--- src/rtl/viterbi_pkg.sv ---
// Shared parameters for the convolutional encoder framer and the decoder.
// Holds the frame geometry, the code generators and the framer FSM state
// encoding, so encoder and decoder always agree on the trellis.
package viterbi_pkg;

    localparam int FRAME_BITS = 62;                       // payload bits per frame
    localparam int K          = 3;                        // constraint length
    localparam logic [K-1:0] G0 = 3'b111;                 // sym_out[1]; MSB taps current bit
    localparam logic [K-1:0] G1 = 3'b101;                 // sym_out[0]; MSB taps current bit
    localparam int N_SYMS     = FRAME_BITS + K - 1;       // symbols per frame incl. tail
    localparam int CNT_W      = $clog2(FRAME_BITS + K);   // symbol counter width

    typedef enum logic [1:0] {
        ST_IDLE = 2'd0,
        ST_DATA = 2'd1,
        ST_TAIL = 2'd2
    } fsm_state_t;

endpackage

--- src/rtl/conv_encoder_framer_if.sv ---
// Handshake bundle of the convolutional encoder framer.
//   in_valid/in_ready/data_in   : frame input handshake
//   sym_out/sym_valid/sym_ready : code symbol output handshake
//   sym_last                    : marks the final tail symbol
//   busy                        : framer is not idle
// modport master : the framer itself (drives ready/symbols)
// modport slave  : the environment (drives frames and sym_ready)
interface conv_encoder_framer_if;
    import viterbi_pkg::*;

    logic                  in_valid;
    logic                  in_ready;
    logic [FRAME_BITS-1:0] data_in;
    logic [1:0]            sym_out;
    logic                  sym_valid;
    logic                  sym_ready;
    logic                  sym_last;
    logic                  busy;

    modport master (
        input  in_valid, data_in, sym_ready,
        output in_ready, sym_out, sym_valid, sym_last, busy
    );

    modport slave (
        output in_valid, data_in, sym_ready,
        input  in_ready, sym_out, sym_valid, sym_last, busy
    );

endinterface

--- src/rtl/conv_enc_core.sv ---
// K=3 rate-1/2 convolutional encoder core.
// Ports:
//   clk, reset : clock, synchronous active-low reset
//   en         : advance the encoder register with bit_in
//   clr        : clear the encoder register (wins over en)
//   bit_in     : current input bit b
//   sym        : {G0 parity, G1 parity} of {b, s}, combinational
module conv_enc_core
    import viterbi_pkg::*;
(
    input  logic       clk,
    input  logic       reset,
    input  logic       en,
    input  logic       clr,
    input  logic       bit_in,
    output logic [1:0] sym
);

    // s_q[K-2] holds the newest past bit, s_q[0] the oldest.
    logic [K-2:0] s_q;
    logic [K-2:0] s_d;
    logic [K-1:0] v;

    assign v   = {bit_in, s_q};
    assign sym = {^(v & G0), ^(v & G1)};

    always_comb begin
        s_d = s_q;
        if (clr) begin
            s_d = '0;
        end else if (en) begin
            s_d = {bit_in, s_q[K-2:1]};
        end
    end

    always_ff @(posedge clk) begin
        if (!reset) begin
            s_q <= '0;
        end else begin
            s_q <= s_d;
        end
    end

endmodule

--- src/rtl/conv_encoder_framer.sv ---
// Convolutional encoder framer: accepts one FRAME_BITS-bit word per frame and
// emits FRAME_BITS+K-1 registered 2-bit code symbols, MSB first, followed by
// K-1 zero tail bits so the decoder trellis ends in state 0.
// Ports:
//   clk, reset : clock, synchronous active-low reset
//   bus        : conv_encoder_framer_if.master (frame in, symbols out, busy)
module conv_encoder_framer
    import viterbi_pkg::*;
(
    input  logic                  clk,
    input  logic                  reset,
    conv_encoder_framer_if.master bus
);

    fsm_state_t            state_q, state_d;
    logic [FRAME_BITS-1:0] shift_q, shift_d;
    logic [CNT_W-1:0]      cnt_q, cnt_d;
    logic [1:0]            sym_out_q, sym_out_d;
    logic                  sym_valid_q, sym_valid_d;
    logic                  sym_last_q, sym_last_d;
    logic                  in_ready_q, in_ready_d;
    logic                  busy_q, busy_d;

    logic                  load;      // produce the next symbol into the output register
    logic                  enc_clr;
    logic [1:0]            enc_sym;

    // The shift register fills with zeros, so once the payload is exhausted
    // its MSB supplies the tail bits without any extra muxing.
    conv_enc_core u_core (
        .clk    (clk),
        .reset  (reset),
        .en     (load),
        .clr    (enc_clr),
        .bit_in (shift_q[FRAME_BITS-1]),
        .sym    (enc_sym)
    );

    // cnt_q is the index of the symbol currently held in the output register.
    always_comb begin
        state_d     = state_q;
        shift_d     = shift_q;
        cnt_d       = cnt_q;
        sym_out_d   = sym_out_q;
        sym_valid_d = sym_valid_q;
        sym_last_d  = sym_last_q;
        load        = 1'b0;
        enc_clr     = 1'b0;

        unique case (state_q)
            ST_IDLE: begin
                if (bus.in_valid) begin
                    shift_d = bus.data_in;
                    cnt_d   = '0;
                    enc_clr = 1'b1;
                    state_d = ST_DATA;
                end
            end
            ST_DATA, ST_TAIL: begin
                if (!sym_valid_q) begin
                    // First cycle after accept: fill the empty output register.
                    load = 1'b1;
                end else if (bus.sym_ready) begin
                    if (cnt_q == CNT_W'(N_SYMS - 1)) begin
                        state_d     = ST_IDLE;
                        sym_valid_d = 1'b0;
                        sym_last_d  = 1'b0;
                        sym_out_d   = 2'b00;
                    end else begin
                        load  = 1'b1;
                        cnt_d = cnt_q + CNT_W'(1);
                        if (cnt_q == CNT_W'(FRAME_BITS - 1)) begin
                            state_d = ST_TAIL;
                        end
                    end
                end
            end
            default: state_d = ST_IDLE;
        endcase

        if (load) begin
            sym_out_d   = enc_sym;
            sym_valid_d = 1'b1;
            sym_last_d  = (cnt_d == CNT_W'(N_SYMS - 1));
            shift_d     = {shift_q[FRAME_BITS-2:0], 1'b0};
        end

        in_ready_d = (state_d == ST_IDLE);
        busy_d     = (state_d != ST_IDLE);
    end

    always_ff @(posedge clk) begin
        if (!reset) begin
            state_q     <= ST_IDLE;
            shift_q     <= '0;
            cnt_q       <= '0;
            sym_out_q   <= 2'b00;
            sym_valid_q <= 1'b0;
            sym_last_q  <= 1'b0;
            in_ready_q  <= 1'b1;
            busy_q      <= 1'b0;
        end else begin
            state_q     <= state_d;
            shift_q     <= shift_d;
            cnt_q       <= cnt_d;
            sym_out_q   <= sym_out_d;
            sym_valid_q <= sym_valid_d;
            sym_last_q  <= sym_last_d;
            in_ready_q  <= in_ready_d;
            busy_q      <= busy_d;
        end
    end

    assign bus.in_ready  = in_ready_q;
    assign bus.sym_out   = sym_out_q;
    assign bus.sym_valid = sym_valid_q;
    assign bus.sym_last  = sym_last_q;
    assign bus.busy      = busy_q;

endmodule

--- src/flat_wrapper.sv ---
// flat-port wrapper written by rule: the top's interface ports become plain ports
module conv_encoder_framer_flat import viterbi_pkg::*;
  (clk, reset, bus_in_valid, bus_data_in, bus_sym_ready, bus_in_ready, bus_sym_out, bus_sym_valid, bus_sym_last, bus_busy);
  conv_encoder_framer_if bus_i ();
  input  logic clk;
  input  logic reset;
  input wire logic [$bits(bus_i.in_valid)-1:0] bus_in_valid;
  input wire logic [$bits(bus_i.data_in)-1:0] bus_data_in;
  input wire logic [$bits(bus_i.sym_ready)-1:0] bus_sym_ready;
  output wire logic [$bits(bus_i.in_ready)-1:0] bus_in_ready;
  output wire logic [$bits(bus_i.sym_out)-1:0] bus_sym_out;
  output wire logic [$bits(bus_i.sym_valid)-1:0] bus_sym_valid;
  output wire logic [$bits(bus_i.sym_last)-1:0] bus_sym_last;
  output wire logic [$bits(bus_i.busy)-1:0] bus_busy;
  assign bus_i.in_valid = bus_in_valid;
  assign bus_i.data_in = bus_data_in;
  assign bus_i.sym_ready = bus_sym_ready;
  assign bus_in_ready = bus_i.in_ready;
  assign bus_sym_out = bus_i.sym_out;
  assign bus_sym_valid = bus_i.sym_valid;
  assign bus_sym_last = bus_i.sym_last;
  assign bus_busy = bus_i.busy;
  conv_encoder_framer u_core (.clk(clk), .reset(reset), .bus(bus_i));
endmodule
--- config.mk ---
export PLATFORM = sky130hd
export DESIGN_NAME = conv_encoder_framer_flat
export DESIGN_NICKNAME = d
export VERILOG_FILES = /design/src/rtl/viterbi_pkg.sv /design/src/rtl/conv_encoder_framer_if.sv /design/src/rtl/conv_enc_core.sv /design/src/rtl/conv_encoder_framer.sv /design/src/flat_wrapper.sv
export SDC_FILE = /design/constraint.sdc
export NUM_CORES = 1
export LEC_CHECK = 0
export ABC_AREA = 1
export CAP_MARGIN = 20
export CORE_MARGIN = 8
export CORE_UTILIZATION = 35
export DETAILED_ROUTE_END_ITERATION = 16
export PLACE_DENSITY = 0.58
export SLEW_MARGIN = 20
export SYNTH_ARGS = -nofsm -noshare
export SYNTH_HDL_FRONTEND = slang
export SYNTH_SLANG_ARGS = --single-unit
--- constraint.sdc ---
create_clock -name clk -period 1.95 [get_ports clk]
set_input_delay 0.39 -clock clk [delete_from_list [all_inputs] [get_ports clk]]
set_output_delay 0.39 -clock clk [all_outputs]
set_load 0.02 [all_outputs]
### Word-level counts from Yosys, hierarchy flattened

Index checks and enable logic that the tools add are counted.

| storage, ports and cells | value |
|---|---|
| register bits | 79 |
| bits in latches | 0 |
| RAM bits | 0 |
| ROM bits | 0 |
| input bits | 66 |
| word-level logic and storage cells | 68 |
| memories kept | 0 |

| operators by class | value |
|---|---|
| $add $sub $neg | 1 |
| $mul | 0 |
| divide/modulo/power cells | 0 |
| order comparisons | 0 |
| eq/ne operators | 5 |
| shift operators | 0 |
| multiplexer cells | 34 |
| bitwise gates (word level) | 1 |
| reductions and logical operators | 17 |

Operators with widths:

| kind | count |
|---|---|
| 2-to-1 mux 62 bit | 3 |
| 2-to-1 mux 7 bit | 4 |
| equality test 7 x 6 -> 1 bit (second input constant) | 3 |
| 2-to-1 mux 2 bit | 10 |
| 2-to-1 mux 1 bit | 15 |
| case mux 7 bit (2 select lines) | 1 |
| nonzero test 2 bit | 7 |
| adder 7 x 1 -> 7 bit (second input constant) | 1 |
| OR reduction 2 bit | 3 |
| parity 3 bit | 2 |
| zero test 2 bit | 2 |
| case mux 2 bit (2 select lines) | 1 |
| AND reduction 2 bit | 2 |
| AND reduction 4 bit | 1 |
| equality test 2 x 1 -> 1 bit (second input constant) | 1 |
| equality test 2 bit (second input constant) | 1 |
| NOT 1 bit | 1 |

### Logic depth before layout (Yosys ltp)

| depth | value |
|---|---|
| depth after elaboration | 7 |
| depth in mapped cells | 13 |

### Cells and area by module

From an unflattened synthesis, not the netlist that was laid out.

| second synthesis, totals | value |
|---|---|
| cell total of the unflattened synthesis | 529 |
| area, all modules | 3711.1 um2 |

By module, submodules not included:

| module | times used | cells an instance | area an instance (um2) | seq. area each (um2) |
|---|---|---|---|---|
| conv_encoder_framer | 1 | 507 | 3590.9 | 1541.5 |
| conv_enc_core | 1 | 22 | 120.1 | 40.0 |

### Worst setup path before layout

OpenSTA, ideal clock, no wires.

| timing path | value |
|---|---|
| kind | register to register |
| start | register u_core.state_q[0] |
| end | register u_core.shift_q[25] |
| library setup time | 0.132 ns |
| data arrival time | 1.450 ns |
| data required time | 1.818 ns |
| slack | 0.367 ns |
| cell stages (with the launch flop) | 11 |
| buffers on the path | 2 |
| cell sequence | dfxtp_1 inv_1 ha_1 nand2_1 inv_1 nand2_4 inv_2 buf_4 buf_4 nand2_1 a31oi_1 |

| between the ends | value |
|---|---|
| word-level cells in the longest chain between the ends | 5 |
| elaborated cells on any way between the ends | 9 |
| classes of those cells | eq/ne (2); mux (2); reduce/logical (5) |

RTL lines:

| item | RTL line | source |
|---|---|---|
| from (decl) | conv_encoder_framer.sv:15 | `fsm_state_t state_q, state_d;` |
| from (signal assigned) | conv_encoder_framer.sv:103 | `state_q <= state_d;` |
| equality test 2 x 1 -> 1 bit / equality test 2 bit (equally long branches) | conv_encoder_framer.sv:50 | `unique case (state_q)` |
| OR reduction 2 bit | conv_encoder_framer.sv:50 |  |
| 2-to-1 mux 1 bit | conv_encoder_framer.sv:50 |  |
| nonzero test 2 bit (no source line) | -- |  |
| AND reduction 2 bit (no source line) | -- |  |
| to (signal assigned) | conv_encoder_framer.sv:104 | `shift_q <= shift_d;` |
| to (decl) | conv_encoder_framer.sv:16 | `logic [FRAME_BITS-1:0] shift_q, shift_d;` |

Parallel ways exist; a longest one is shown, timed or not.
A chain may end at the register's enable or synchronous reset.

### Worst setup path in the final report

| timing path | value |
|---|---|
| start | register u_core.sym_valid_q, in the netlist u_core.bus.sym_valid |
| end | output port bus_sym_valid |

RTL lines:

| item | RTL line | source |
|---|---|---|
| from (decl) | conv_encoder_framer.sv:19 | `logic sym_valid_q, sym_valid_d;` |
| from (signal assigned) | conv_encoder_framer.sv:107 | `sym_valid_q <= sym_valid_d;` |
| to (decl) | flat_wrapper.sv:12 | `output wire logic [$bits(bus_i.sym_valid)-1:0] bus_sym_valid;` |

No word-level cell between the ends.

==> results.json <==
{
  "result_of_the_run": "complete, no violations",
  "critical_path.slowest_cell": "sky130_fd_sc_hd__clkdlybuf4s50_1",
  "slew_viol_final": 0,
  "rsz0062_at_grt": "no",
  "routedWlPerCell_um": 13.38,
  "max_cap_violations": 0,
  "start_util_pct": 36.04,
  "wl_met2_mm": 4.480,
  "drt_pre_antenna_iters": 4,
  "syn-cell-area_mm2": 0.003721,
  "slew_headroom_pct": 79.99,
  "multiInputGateArea_mm2": 0.001779,
  "pin_count": 72,
  "fmax_mhz": 533.7,
  "die_area_mm2": 0.01419,
  "drt_wl_total_mm": 9.632,
  "port_buffers": 71,
  "fin_crit_ns": 1.874,
  "critical_path_data_arrival_time_ns": 1.48,
  "core_region_area_mm2": 0.01032,
  "clock_sink_count": 79,
  "timing.reg2reg.worst_path_depth": 10,
  "dpl_worst_slack_ns": -0.08760,
  "timing_worst_slew_pin_value_ns": 0.2970,
  "timing.critical_path.from_type": "flip-flop",
  "first_iter_violations": 248,
  "critPathMaxStageDelay_ns": 0.66,
  "drc_violations_left": 0,
  "hold_ep": "u_core.shift_q[5]",
  "count_of_nets_left_with_antenna_violations_after_detail_routing": 0,
  "synth_warnings": 0,
  "rows": 37,
  "synth_nets": 590,
  "clk-insertion-delay-late_ns": 0.34,
  "power.static_leakage_nw": 1.743,
  "post_cts.repair.setup_buffers": 0,
  "finish.net_count": 649,
  "die_h_um": 119.1,
  "post_synthesis_instance_total": 520,
  "finish.cell_count_without_fillers": 720,
  "clock_skew_ns": 0.01530,
  "postSynthRegisterBits": 79,
  "wl_met1_mm": 4.771,
  "timing.hold.worst.start": "u_core.shift_q[4]",
  "pin_count_of_the_biggest_net_entering_global_routing": 70,
  "dp.cells": 703,
  "timing_hold_violations_final": 0,
  "grt_antenna_before_repair": 0,
  "final-seq-area_mm2": 0.001582,
  "cts.repair.resized": 0,
  "grt_first_pass_wirelength_mm": 16.15,
  "critical_path.reg2reg.endpoint": "u_core.bus.sym_last",
  "gpl.final_weighted_congestion": 0.8555,
  "holdPathStages": 2,
  "worst-endpoint-required_ns": 1.56,
  "htreeDepth": 3,
  "syn_avg_cell_area_um2": 7.156,
  "routed-wl-met3_um": 310,
  "worst_path_cell_chain": "clkdlybuf4s50_1",
  "cts-buffers-inserted": 9,
  "unique_cell_type_count_in_the_yosys_netlist": 25,
  "seq_area_frac_synth_pct": 42.50,
  "crit-reg2reg-launch": "u_core.state_q[0]",
  "worst-path-buf-inv": 1,
  "clk_root_buffer_cell": "sky130_fd_sc_hd__clkbuf_8",
  "die_width_um": 119.1,
  "dp_hpwl_mm": 6.332,
  "critPathKind": "reg2out",
  "setup_slack_ns": 0.07640,
  "grt_overflow": 0,
  "fin_setup_tns_ns": 0,
  "clk_path_buf_depth": 2,
  "postCtsHoldBufs": 0,
  "tritoncts": "built",
  "power.density_cell_area_mw_per_mm2": 774.1,
  "crit_fanout": 8,
  "drive_gt1_share_pct": 7.021,
  "post-route-period-util_pct": 96.08,
  "highest_metal_layer_used_by_the_detailed_router": "met4",
  "setup_viol": 0,
  "n_fill_cell": 1057,
  "route.vias.total": 3649,
  "cp_top_family": "buffers and inverters",
  "first_global_vias": 3549,
  "syn_to_final_growth_pct": 29.39,
  "final.hold.worst_slack_ns": 0.4462,
  "worst-r2r-setup-slack_ns": 0.17,
  "clkTransAtPathRegs_ns": 0.09,
  "mean_number_of_vias_per_cell": 5.068,
  "worstSetupEndpointType": "primary output",
  "global_route.usage.total_pct": 13.25,
  "vdd.ir_drop.worst_uv": 395.2,
  "timing.hold.worst.class": "reg2reg",
  "insertedDiodeCount": 0
}
[routing by layer]
layer / vias to the layer above / track usage (%)
met3: 4 / 3.212
met2: 60 / 22.62
met4: 0 / 3.320
met1: 1706 / 16.35
li1: 1879 / -
met5: - / 0
[synth_stat cells]
master                        n  area [µm²]
sky130_fd_sc_hd__dfxtp_1     79        1582
sky130_fd_sc_hd__buf_2        4       20.02
sky130_fd_sc_hd__a31oi_1     50       312.8
sky130_fd_sc_hd__o211ai_1     1       7.510
sky130_fd_sc_hd__a211oi_1     2       15.01
sky130_fd_sc_hd__o21ai_0     26       130.1
sky130_fd_sc_hd__nand4_1      3       18.77
sky130_fd_sc_hd__nor2_1      27       101.4
sky130_fd_sc_hd__nand3_1    101       505.5
sky130_fd_sc_hd__nand2_1    115       431.7
sky130_fd_sc_hd__a21oi_1     22       110.1
sky130_fd_sc_hd__buf_4        9       67.56
sky130_fd_sc_hd__nor3_1       1       5.000
sky130_fd_sc_hd__inv_2        3       11.26
sky130_fd_sc_hd__nand2_4      1       11.26
sky130_fd_sc_hd__buf_6        4       45.04
sky130_fd_sc_hd__clkbuf_1    21       78.83
sky130_fd_sc_hd__xnor2_1      2       17.52
sky130_fd_sc_hd__clkinv_1     1       3.750
sky130_fd_sc_hd__ha_1         4       50.05
sky130_fd_sc_hd__nor2_2       2       12.51
sky130_fd_sc_hd__xor2_1       2       17.52
sky130_fd_sc_hd__nand2_2      2       12.51
sky130_fd_sc_hd__inv_1       37       138.9
sky130_fd_sc_hd__a2111oi_2    1       15.01
[cell families after synthesis]
kind of cell | count (synthesis) | synth area share (%)
adder cells (fa/ha/maj) | 4 | 1.345
AND/OR/NAND/NOR | 252 | 29.52
XOR/XNOR | 4 | 0.9417
AO/OA/AOI/OAI | 102 | 15.87
buffers and inverters | 79 | 9.818
flip-flops | 79 | 42.50
[flip-flops by register name, summed over array words and instances (netlist names)]
register,cells
u_core.shift_q,62
u_core.cnt_q,7
u_core.bus.sym_out,2
u_core.state_q,2
u_core.u_core.s_q,2
u_core.bus.busy,1
u_core.bus.in_ready,1
u_core.bus.sym_last,1
u_core.bus.sym_valid,1
[stage by stage]
| step | util (%) | total power [mW] | area [µm²] |
|---|---|---|---|
| finish | 46.64 | 3.727 | 4815 |
| detailed placement | 44.54 | 2.621 | 4598 |
| CTS | 46.30 | 3.749 | 4780 |
| global placement | 44.54 | 2.609 | 4598 |
| global route | 46.64 | 3.934 | 4815 |
| floorplan | - | 2.324 | 3721 |
[placed cells by master, fill, tap and decap left out, types with 6 or more instances in the layout]
cell type                         instances
sky130_fd_sc_hd__clkdlybuf4s50_1         71
sky130_fd_sc_hd__o21ai_0                 26
sky130_fd_sc_hd__a21oi_1                 22
sky130_fd_sc_hd__inv_1                   37
sky130_fd_sc_hd__nand3_1                101
sky130_fd_sc_hd__nand2_1                114
sky130_fd_sc_hd__nor2_1                  27
sky130_fd_sc_hd__buf_12                   7
sky130_fd_sc_hd__clkbuf_8                10
sky130_fd_sc_hd__a31oi_1                 50
sky130_fd_sc_hd__dfxtp_1                 79
sky130_fd_sc_hd__buf_4                    6
[area by class of cell]
cell class | instances | share of cell area, %
clock inverter | 5 | 0.8316
sequential | 79 | 32.85
clock buffer | 11 | 2.937
tap | 136 | 3.534
timing repair buffer | 86 | 19.70
inverter | 41 | 3.196
multi-input combinational | 362 | 36.95
[worst max path at each step]
stage | startpoint | end | cells after the start
floorplan | u_core.state_q[0] | u_core.shift_q[25] | 10
global placement | bus_sym_ready | u_core.bus.busy | 8
detailed placement | bus_sym_ready | u_core.shift_q[27] | 9
CTS | u_core.bus.sym_valid | bus_sym_valid | 1
global route | u_core.bus.sym_valid | bus_sym_valid | 1
finish | u_core.bus.sym_valid | bus_sym_valid | 1
[power by group]
group | total, mW | switching [mW] | internal [mW]
Combinational | 0.789 | 0.428 | 0.361
Clock | 1.13 | 0.618 | 0.507
Sequential | 1.81 | 0.0662 | 1.75
Power figures use the tool's default switching activity.
